File: config.mk
export PLATFORM = sky130hd
export DESIGN_NAME = softusb_dmem_arb_flat
export DESIGN_NICKNAME = d
export VERILOG_FILES = /design/src/rtl/softusb_dmem_arb_pkg.sv /design/src/rtl/softusb_dmem_arb_if.sv /design/src/rtl/softusb_dmem_arb.sv /design/src/flat_wrapper.sv
export SDC_FILE = /design/constraint.sdc
export NUM_CORES = 1
export LEC_CHECK = 0
export CAP_MARGIN = 40
export CORE_ASPECT_RATIO = 0.9
export CORE_UTILIZATION = 27
export CTS_BUF_LIST = sky130_fd_sc_hd__clkbuf_8
export DETAILED_ROUTE_END_ITERATION = 6
export GPL_ROUTABILITY_DRIVEN = 0
export PLACE_DENSITY = 0.94
export SLEW_MARGIN = 20
export SYNTH_ARGS = -nofsm -noshare
export SYNTH_HDL_FRONTEND = slang
export SYNTH_SLANG_ARGS = --single-unit
export TNS_END_PERCENT = 100
File: constraint.sdc
create_clock -name usb_clk -period 4.3 [get_ports usb_clk]
set_input_delay 0.86 -clock usb_clk [delete_from_list [all_inputs] [get_ports usb_clk]]
set_output_delay 0.86 -clock usb_clk [all_outputs]
set_load 0.02 [all_outputs]
File: src/rtl/softusb_dmem_arb_pkg.sv
// Shared constants for the softusb data-memory arbiter.
// Starvation counter width and the legal range of its limit.
package softusb_dmem_arb_pkg;

    localparam int wcnt_w = 4;

    typedef logic [wcnt_w-1:0] wcnt_t;

    function automatic bit limit_ok(input int lim);
        return (lim >= 1) && (lim <= (1 << wcnt_w) - 1);
    endfunction

endpackage

File: src/rtl/softusb_dmem_arb_if.sv
// Bundle of CPU, DMA and memory-side signals around the dmem arbiter.
// slave is the arbiter view; master is the requester/memory view.
interface softusb_dmem_arb_if #(
    parameter int dmem_width = 13
);
    logic                  cpu_re;
    logic                  cpu_we;
    logic [dmem_width-1:0] cpu_a;
    logic [7:0]            cpu_dw;
    logic [7:0]            cpu_dr;
    logic                  cpu_stall;

    logic                  dma_req;
    logic                  dma_we;
    logic [dmem_width-1:0] dma_a;
    logic [7:0]            dma_dw;
    logic                  dma_ack;
    logic [7:0]            dma_dr;
    logic                  dma_rvalid;

    logic                  mem_we;
    logic [dmem_width-1:0] mem_a;
    logic [7:0]            mem_dw;
    logic [7:0]            mem_dr;

    modport slave (
        input  cpu_re, cpu_we, cpu_a, cpu_dw,
        output cpu_dr, cpu_stall,
        input  dma_req, dma_we, dma_a, dma_dw,
        output dma_ack, dma_dr, dma_rvalid,
        output mem_we, mem_a, mem_dw,
        input  mem_dr
    );

    modport master (
        output cpu_re, cpu_we, cpu_a, cpu_dw,
        input  cpu_dr, cpu_stall,
        output dma_req, dma_we, dma_a, dma_dw,
        input  dma_ack, dma_dr, dma_rvalid,
        input  mem_we, mem_a, mem_dw,
        output mem_dr
    );

endinterface

File: src/rtl/softusb_dmem_arb.sv
// Shares the single-port dmem between navre (priority) and the SIE DMA.
// A starvation counter steals one CPU cycle when DMA has waited too long.
module softusb_dmem_arb
    import softusb_dmem_arb_pkg::*;
#(
    parameter int dmem_width   = 13,
    parameter int starve_limit = 7
) (
    input  logic                usb_clk,
    input  logic                usb_rst,
    softusb_dmem_arb_if.slave   bus
);

    generate
        if (!limit_ok(starve_limit)) begin : g_bad_limit
            $error("starve_limit must be within 1..15");
        end
    endgenerate

    localparam wcnt_t limit = wcnt_t'(starve_limit);

    wcnt_t                 wait_cnt;
    logic                  rd_dma;
    logic                  cpu_acc;
    logic                  force_dma;
    logic                  dma_grant;
    logic [dmem_width-1:0] a_sel;

    assign cpu_acc   = bus.cpu_re | bus.cpu_we;
    assign force_dma = bus.dma_req & cpu_acc & (wait_cnt == limit);
    assign dma_grant = bus.dma_req & (~cpu_acc | force_dma);

    // Idle CPU still drives the address; only mem_we distinguishes idle.
    always_comb begin
        a_sel       = bus.cpu_a;
        bus.mem_dw  = bus.cpu_dw;
        bus.mem_we  = bus.cpu_we;
        bus.dma_ack = 1'b0;
        if (dma_grant) begin
            a_sel       = bus.dma_a;
            bus.mem_dw  = bus.dma_dw;
            bus.mem_we  = bus.dma_we;
            bus.dma_ack = 1'b1;
        end
    end

    assign bus.mem_a      = a_sel;
    assign bus.cpu_stall  = force_dma;
    assign bus.cpu_dr     = bus.mem_dr;
    assign bus.dma_dr     = bus.mem_dr;
    assign bus.dma_rvalid = rd_dma;

    always_ff @(posedge usb_clk or posedge usb_rst) begin
        if (usb_rst) begin
            wait_cnt <= '0;
            rd_dma   <= 1'b0;
        end else begin
            rd_dma <= dma_grant & ~bus.dma_we;
            if (!bus.dma_req || dma_grant)
                wait_cnt <= '0;
            else
                wait_cnt <= wait_cnt + wcnt_t'(1);
        end
    end

endmodule

File: src/flat_wrapper.sv
// flat-port wrapper written by rule: the top's interface ports become plain ports
module softusb_dmem_arb_flat import softusb_dmem_arb_pkg::*;
#(
    parameter int dmem_width   = 13,
    parameter int starve_limit = 7
)
  (usb_clk, usb_rst, bus_cpu_re, bus_cpu_we, bus_cpu_a, bus_cpu_dw, bus_cpu_dr, bus_cpu_stall, bus_dma_req, bus_dma_we, bus_dma_a, bus_dma_dw, bus_dma_ack, bus_dma_dr, bus_dma_rvalid, bus_mem_we, bus_mem_a, bus_mem_dw, bus_mem_dr);
  softusb_dmem_arb_if #(.dmem_width(dmem_width)) bus_i ();
  input  logic usb_clk;
  input  logic usb_rst;
  input wire logic [$bits(bus_i.cpu_re)-1:0] bus_cpu_re;
  input wire logic [$bits(bus_i.cpu_we)-1:0] bus_cpu_we;
  input wire logic [$bits(bus_i.cpu_a)-1:0] bus_cpu_a;
  input wire logic [$bits(bus_i.cpu_dw)-1:0] bus_cpu_dw;
  output wire logic [$bits(bus_i.cpu_dr)-1:0] bus_cpu_dr;
  output wire logic [$bits(bus_i.cpu_stall)-1:0] bus_cpu_stall;
  input wire logic [$bits(bus_i.dma_req)-1:0] bus_dma_req;
  input wire logic [$bits(bus_i.dma_we)-1:0] bus_dma_we;
  input wire logic [$bits(bus_i.dma_a)-1:0] bus_dma_a;
  input wire logic [$bits(bus_i.dma_dw)-1:0] bus_dma_dw;
  output wire logic [$bits(bus_i.dma_ack)-1:0] bus_dma_ack;
  output wire logic [$bits(bus_i.dma_dr)-1:0] bus_dma_dr;
  output wire logic [$bits(bus_i.dma_rvalid)-1:0] bus_dma_rvalid;
  output wire logic [$bits(bus_i.mem_we)-1:0] bus_mem_we;
  output wire logic [$bits(bus_i.mem_a)-1:0] bus_mem_a;
  output wire logic [$bits(bus_i.mem_dw)-1:0] bus_mem_dw;
  input wire logic [$bits(bus_i.mem_dr)-1:0] bus_mem_dr;
  assign bus_i.cpu_re = bus_cpu_re;
  assign bus_i.cpu_we = bus_cpu_we;
  assign bus_i.cpu_a = bus_cpu_a;
  assign bus_i.cpu_dw = bus_cpu_dw;
  assign bus_cpu_dr = bus_i.cpu_dr;
  assign bus_cpu_stall = bus_i.cpu_stall;
  assign bus_i.dma_req = bus_dma_req;
  assign bus_i.dma_we = bus_dma_we;
  assign bus_i.dma_a = bus_dma_a;
  assign bus_i.dma_dw = bus_dma_dw;
  assign bus_dma_ack = bus_i.dma_ack;
  assign bus_dma_dr = bus_i.dma_dr;
  assign bus_dma_rvalid = bus_i.dma_rvalid;
  assign bus_mem_we = bus_i.mem_we;
  assign bus_mem_a = bus_i.mem_a;
  assign bus_mem_dw = bus_i.mem_dw;
  assign bus_i.mem_dr = bus_mem_dr;
  softusb_dmem_arb #(.dmem_width(dmem_width), .starve_limit(starve_limit)) u_core (.usb_clk(usb_clk), .usb_rst(usb_rst), .bus(bus_i));
endmodule
* Word-level counts from Yosys, hierarchy flattened
Index checks and enable logic that the tools add are counted.
Word-level totals: register bits after elaboration 5, input bits 56, output and inout bits 41, word-level logic and storage cells 19
Cells by class: add/subtract/negate cells 1, eq/ne operators 1, muxes and demuxes 5, bitwise gates (word level) 8, reductions and logical operators 2
Operator list (count):
- two-way mux 13 bit | 1
- two-way mux 8 bit | 1
- adder 4 x 1 -> 4 bit (second input constant) | 1
- AND 1 bit | 4
- == test 4 x 3 -> 1 bit (second input constant) | 1
- two-way mux 4 bit | 1
- two-way mux 1 bit | 2
- inverter 1 bit | 2
- OR 1 bit | 2
- zero test 1 bit | 1
- logical OR 1 bit | 1

* Depth between registers and ports, before layout
depth in word-level cells 7, mapped depth 6, gate-level depth less buffers 4

* Worst setup path after synthesis
OpenSTA, ideal clock, no wires.
path kind input-to-output, from input port bus_cpu_we, to output port bus_mem_a[0], data arrival time 1868 ps, required time 3440 ps, path slack 1572 ps, stages 5, path buffers 2, cell sequence or2_4 a21bo_1 buf_6 buf_12 mux2_4
Between the ends: longest elaborated chain between the ends 6, elaborated cells on any way between the ends 7, classes of those cells mux (1); bitwise (6)
Ends and longest elaborated chain:
- start: declaration | line flat_wrapper.sv:12 | input wire logic [$bits(bus_i.cpu_we)-1:0] bus_cpu_we;
- OR 1 bit (*) | line softusb_dmem_arb.sv:29 | assign cpu_acc = bus.cpu_re | bus.cpu_we;
- AND 1 bit (2 in series) | line softusb_dmem_arb.sv:30 | assign force_dma = bus.dma_req & cpu_acc & (wait_cnt == limit);
- OR 1 bit (*) | line softusb_dmem_arb.sv:31 | assign dma_grant = bus.dma_req & (~cpu_acc | force_dma);
- AND 1 bit (*) | line softusb_dmem_arb.sv:31
- two-way mux 13 bit (*) | line softusb_dmem_arb.sv:39 | if (dma_grant) begin
- end: declaration | line flat_wrapper.sv:25 | output wire logic [$bits(bus_i.mem_a)-1:0] bus_mem_a;
Mark *: on every way between the ends. The rest lies on a longest branch, timed or not.

* Final worst setup path
from input port bus_cpu_we, to output port bus_mem_dw[0]
Between the ends: longest elaborated chain between the ends 6, elaborated cells on any way between the ends 7, classes of those cells mux (1); bitwise (6)
Ends and longest elaborated chain:
- OR 1 bit (*) | line softusb_dmem_arb.sv:29
- AND 1 bit (2 in series) | line softusb_dmem_arb.sv:30
- OR 1 bit (*) | line softusb_dmem_arb.sv:31
- AND 1 bit (*) | line softusb_dmem_arb.sv:31
- two-way mux 8 bit (*) | line softusb_dmem_arb.sv:39
- end: declaration | line flat_wrapper.sv:26 | output wire logic [$bits(bus_i.mem_dw)-1:0] bus_mem_dw;
Marked as above.

==> results.tsv <==
metric	value	unit
num-fill-cells	206	
outcome	complete, but fails checks	
report.final.hold_viol_count	0	
slew_headroom	60.88	%
ys_ff_latch	5	
grt_pass1_vias	705	
multi_input_area	420.4	sq um
final_nets	180	
overflow	0	
regToRegSetupSlack	2.84	ns
yosys_warnings	0	
postLayoutCellArea	0.001378	sq mm
max_stage_delay	0.54	ns
critPathLaunchType	primary input	
fin_crit	3.917	ns
final.setup.tns	0	ns
grtUsageTotal	14.46	%
violations	DRC	
routed_wl	2120	microns
crit_slowest_cell	clkdlybuf4s50_1	
post-route-drc-count	18	
clkLatencyLatePin	0.22	ns
cts_tree	built	
dpl.hpwl	1771	microns
cts-root-buf	clkbuf_8	
worst_slack	0.3825	ns
powerDensity	191.7	mW/mm^2
drv_cap	0	
fmax	0.2553	GHz
viasPerCell	4.407	
finalSetupViolCount	0	
worstSetupEndpointType	primary output	
antennaDiodeCount	0	
peakVddDrop	0.1445	mV
required	3.44	ns
synth_seq_area_share	17.18	%
drt-pass1-iter-count	6	
clock_skew	0.0005422	ns
worstSetupPathType	primary input to primary output	
tightest_slew	0.5868	ns
drive_gt1_share	22.95	%
maxSlewViolCount	0	
vias	661	
port-buffer-count	72	
grt_pass1_wl	3167	microns
ant_nets	0	
cts_buffers	3	
areaGrowthSynthToFinish	89.18	%
post-route-util	54.89	%
syn_nets	121	
syn_avg_cell_area	11.38	sq um
clock_sinks	5	
path_cells	clkdlybuf4s50_1 > or2_4 > a21bo_1 > buf_12 > mux2_2 > clkdlybuf4s50_1	
io-pin-count	97	
antenna_found_initial	0	
routedWlPerCell	14.13	microns
placementRows	17	
grt_start_max_net_pins	14	
cp_max_fo	13	
core_area	0.002510	sq mm
cts_buffer_depth	2	
hold_buffers	0	
place_area	0.001333	sq mm
rsz0062_at_grt	false	
clk_pin_slew	0.03	ns
period_share	91.10	%
cts_post_setup_buffers_inserted	0	
htreeDepth	1	
ff_latch_area	125.1	sq um
die_x	56.74	microns
syn-cell-area	728.2	sq um
place_ws	0.3690	ns
die_area	0.002909	sq mm
cts_resized	0	
hp-class	flop to flop	
die_h	51.27	microns
initial_core_util	29.01	%
synth_cell_types	16	
cp_common_cell	clkdlybuf4s50_1	
postSynthCellCount	64	
first_iter_violations	40	
critPathArrivalTime	3.06	ns
power	0.0002640	W
leakagePower	0.6658	nW
final timing paths:
| check | endpoint | cells past startpoint | from |
|---|---|---|---|
| max | bus_mem_dw[0] | 6 | bus_cpu_we |
| min | u_core.wait_cnt[0] | 1 | u_core.wait_cnt[0] |
| max reg2reg | u_core.bus.dma_rvalid | 4 | u_core.wait_cnt[0] |
| min reg2reg | u_core.wait_cnt[0] | 1 | u_core.wait_cnt[0] |
| max in group asynchronous | u_core.wait_cnt[1] | 2 | usb_rst |
| min in group asynchronous | u_core.wait_cnt[2] | 2 | usb_rst |
Yosys cell counts (all sizes together):
library cell	n	area, sq um
or2	1	8.760
dfrtp	5	125.1
xnor2	1	8.760
xor2	1	8.760
buf	19	171.4
inv	3	11.26
mux2	22	315.3
nor2	6	22.52
nand2	1	3.750
nand3	2	10.01
a21bo	1	10.01
nand3b	1	20.02
ha	1	12.51
kinds of logic after synthesis:
kind of cell / Yosys count / share of synthesized area, %
fa+ha+maj: 1 / 1.718
mux: 22 / 43.30
xor+xnor: 2 / 2.406
buf+inv: 22 / 25.09
simple gates: 11 / 8.934
flops: 5 / 17.18
compound gates: 1 / 1.375
metal layers:
layer	vias up	wire, microns	global-route usage [%]	share of wire [%]
li1	314	-	-	-
met4	0	4	4.472	0.19
met2	63	1071	28.17	51
met5	-	0	0	0
met3	2	373	6.582	18
met1	282	671	13.48	32
where the power goes:
group           total, W  internal [W]  leakage [nW]  switching, W
combinational   0.000131     0.0000862         0.571     0.0000453
clock          0.0000819     0.0000610        0.0269     0.0000209
sequential     0.0000506     0.0000493        0.0678    0.00000134
cells in the final DEF (no fill, tap or decap):
cell / instances
clkdlybuf4s50_1: 72
mux2_4: 18
nor2_1: 6
dfrtp_1: 5
inv_1: 4
mux2_2: 4
clkbuf_8: 3
nand3_1: 2
or2_4: 1
nand2_1: 1
nand3b_4: 1
xnor2_1: 1
a21bo_1: 1
xor2_1: 1
ha_1: 1
buf_12: 1
worst max-delay path: cells and delay by family:
kind                   cells  cell delay, ns
and+or+nand+nor            1            0.13
AOI/OAI and AO/OA          1            0.48
muxes                      1            0.34
buffers and inverters      3            1.24
registers in the layout (all words and copies together) (netlist names):
register               cells
u_core.wait_cnt            4
u_core.bus.dma_rvalid      1
cell type report:
| cell class | count | share of cell area [%] |
|---|---|---|
| timing repair buffer | 73 | 53.77 |
| clock inverter | 1 | 0.2725 |
| inverter | 3 | 0.8174 |
| sequential | 5 | 9.083 |
| clock buffer | 3 | 2.997 |
| tap | 28 | 2.543 |
| multi-input combinational | 37 | 30.52 |
through the flow:
step                      std cells  hold slack, ns
after floorplan                  64          0.4331
after global placement          146          0.4478
after detailed placement        146          0.4814
after CTS                       150          0.4855
after global routing            150          0.5167
final                           150          0.4767
(Power assumes the default switching activity.)
==> edit (config.mk and constraints unchanged) <==
The package constant `wcnt_w` goes from 4 to 5.
--- a/src/rtl/softusb_dmem_arb_pkg.sv
+++ b/src/rtl/softusb_dmem_arb_pkg.sv
@@ -3,5 +3,5 @@
 package softusb_dmem_arb_pkg;
 
-    localparam int wcnt_w = 4;
+    localparam int wcnt_w = 5;
 
     typedef logic [wcnt_w-1:0] wcnt_t;
Formal check against the unedited RTL: no difference found for any inputs over 10 cycles, from zero or initial values and one cycle with usb_rst high; that may be too few to reach the edited logic, so the function may still have changed.
==> edit against the original RTL <==
The flow still finishes with violations (DRC). Design area is 2.5% higher. Critical path depth stayed put. Final cell count is 2.0% higher. Wire length is 3.1% higher. First-iteration DRC count is 78% lower. Largest cell class unchanged. Synthesized area is 2.9% higher. Power is 3.8% higher. Highest routed layer unchanged. Sequential cell count is 1 higher. Critical endpoint unchanged. Die area is 2.8% higher. Setup slack better by 0.22 ns.
==> edit: results (changes against the original RTL) <==
| Metric | Value |
|---|---|
| Status | `finished, violations left` |
| Failing checks | `DRC` |
| DR iter-0 viols | `9 (-78%)` |
| CP max stage delay | `0.54 ns (about the same)` |
| Fillcell total | `211 (+2.4%)` |
| Area of the multi-input gates | `449.2 um^2 (+6.8%)` |
| First-pass GRT wire length | `3194 um (+0.85%)` |
| Register-to-Register Path Depth | `5 (+1)` |
| Remaining DRCs | `4 (-14)` |
| Worst IR Drop VDD | `0.1471 mV (+1.8%)` |
| Setup WS pre-CTS | `0.5987 ns (+0.2297 ns)` |
| Final nets | `184 (+2.2%)` |
| Main synth FF type | `dfrtp_1` |
| Storage element area | `150.1 um^2 (+20%)` |
| Critical-path maximum fanout | `23 (+10)` |
| Logic pwr share | `47.6% (-2.2 points)` |
| Post-Syn Nets | `124 (+2.5%)` |
| CP Launch Point | `bus_cpu_re` |
| R2R Setup Slk | `2.77 ns (-0.07 ns)` |
| Area contributors post-synth | `mux2_4, dfrtp_1, buf_4` |
| GRT Overall Usage | `14.32% (-0.14 points)` |
| Final HPWL DP | `1952 um (+10%)` |
| ClkCell Share | `2.926% (-0.34 points)` |
| Layout non-clock buf frac | `51.60% (-2.2 points)` |
| Detailed Route WL | `2186 um (+3.1%)` |
| Number of flip-flops in the largest register | `5 (+1)` |
| Post-synth top cells | `mux2_4, buf_4, dfrtp_1` |
| Router iterations before antenna repair | `7 (+1)` |
| Total sequential power | `60.0 uW (+19%)` |
| Post-synthesis sequential area ratio | `20.03% (+2.9 points)` |
| Non-clk invs | `2 (-1)` |
| Multi-In Gates | `41 (+11%)` |
| Clk_skew | `0.0009118 ns (+0.0003696 ns)` |
| Flop and latch count out of synthesis | `6 (+1)` |
| Worst Tran Pin Value | `0.6014 ns (+0.01464 ns)` |
| Worst EP arrival | `2.83 ns (-0.23 ns)` |
| Sequential share of cell area | `10.64% (+1.6 points)` |
| Drt via density | `4.608 (+4.6%)` |
| Largest net degree at the start of global routing | `24 (+10)` |
| Leak Pwr | `0.6263 nW (-5.9%)` |
| DP Area | `1370 um^2 (+2.8%)` |
-- edit: layer usage --
metal  vias up  GRT usage [%]  share of wire [%]
met1       327          12.91                 28
met4         0          6.504                1.8
met2        42          31.40                 64
met3         4          1.244                5.2
li1        332              -                  -
met5         -              0                  0
-- edit: kinds of logic after synthesis --
family / Yosys count / synth area share (%)
DFF: 6 / 20.03
AOI/OAI and AO/OA: 3 / 4.174
and+or+nand+nor: 13 / 10.02
buffers and inverters: 20 / 20.03
xor gates and xnor gates: 3 / 3.506
muxes: 21 / 40.57
adders and majority gates: 1 / 1.669
-- edit: worst register-to-register path, delay by kind of cell, from the launching register on --
kind | cells | cell delay, ns
simple gates | 2 | 0.31
compound gates | 1 | 0.11
buf+inv | 1 | 0.35
fa+ha+maj | 1 | 0.24
flops | 1 | 0.38
-- edit: stage by stage --
stage               std cells  hold WS, ns
finish                    153       0.4630
global route              153       0.5097
CTS                       153       0.4673
detailed placement        150       0.4623
global placement          150       0.4593
floorplan                  67       0.4429
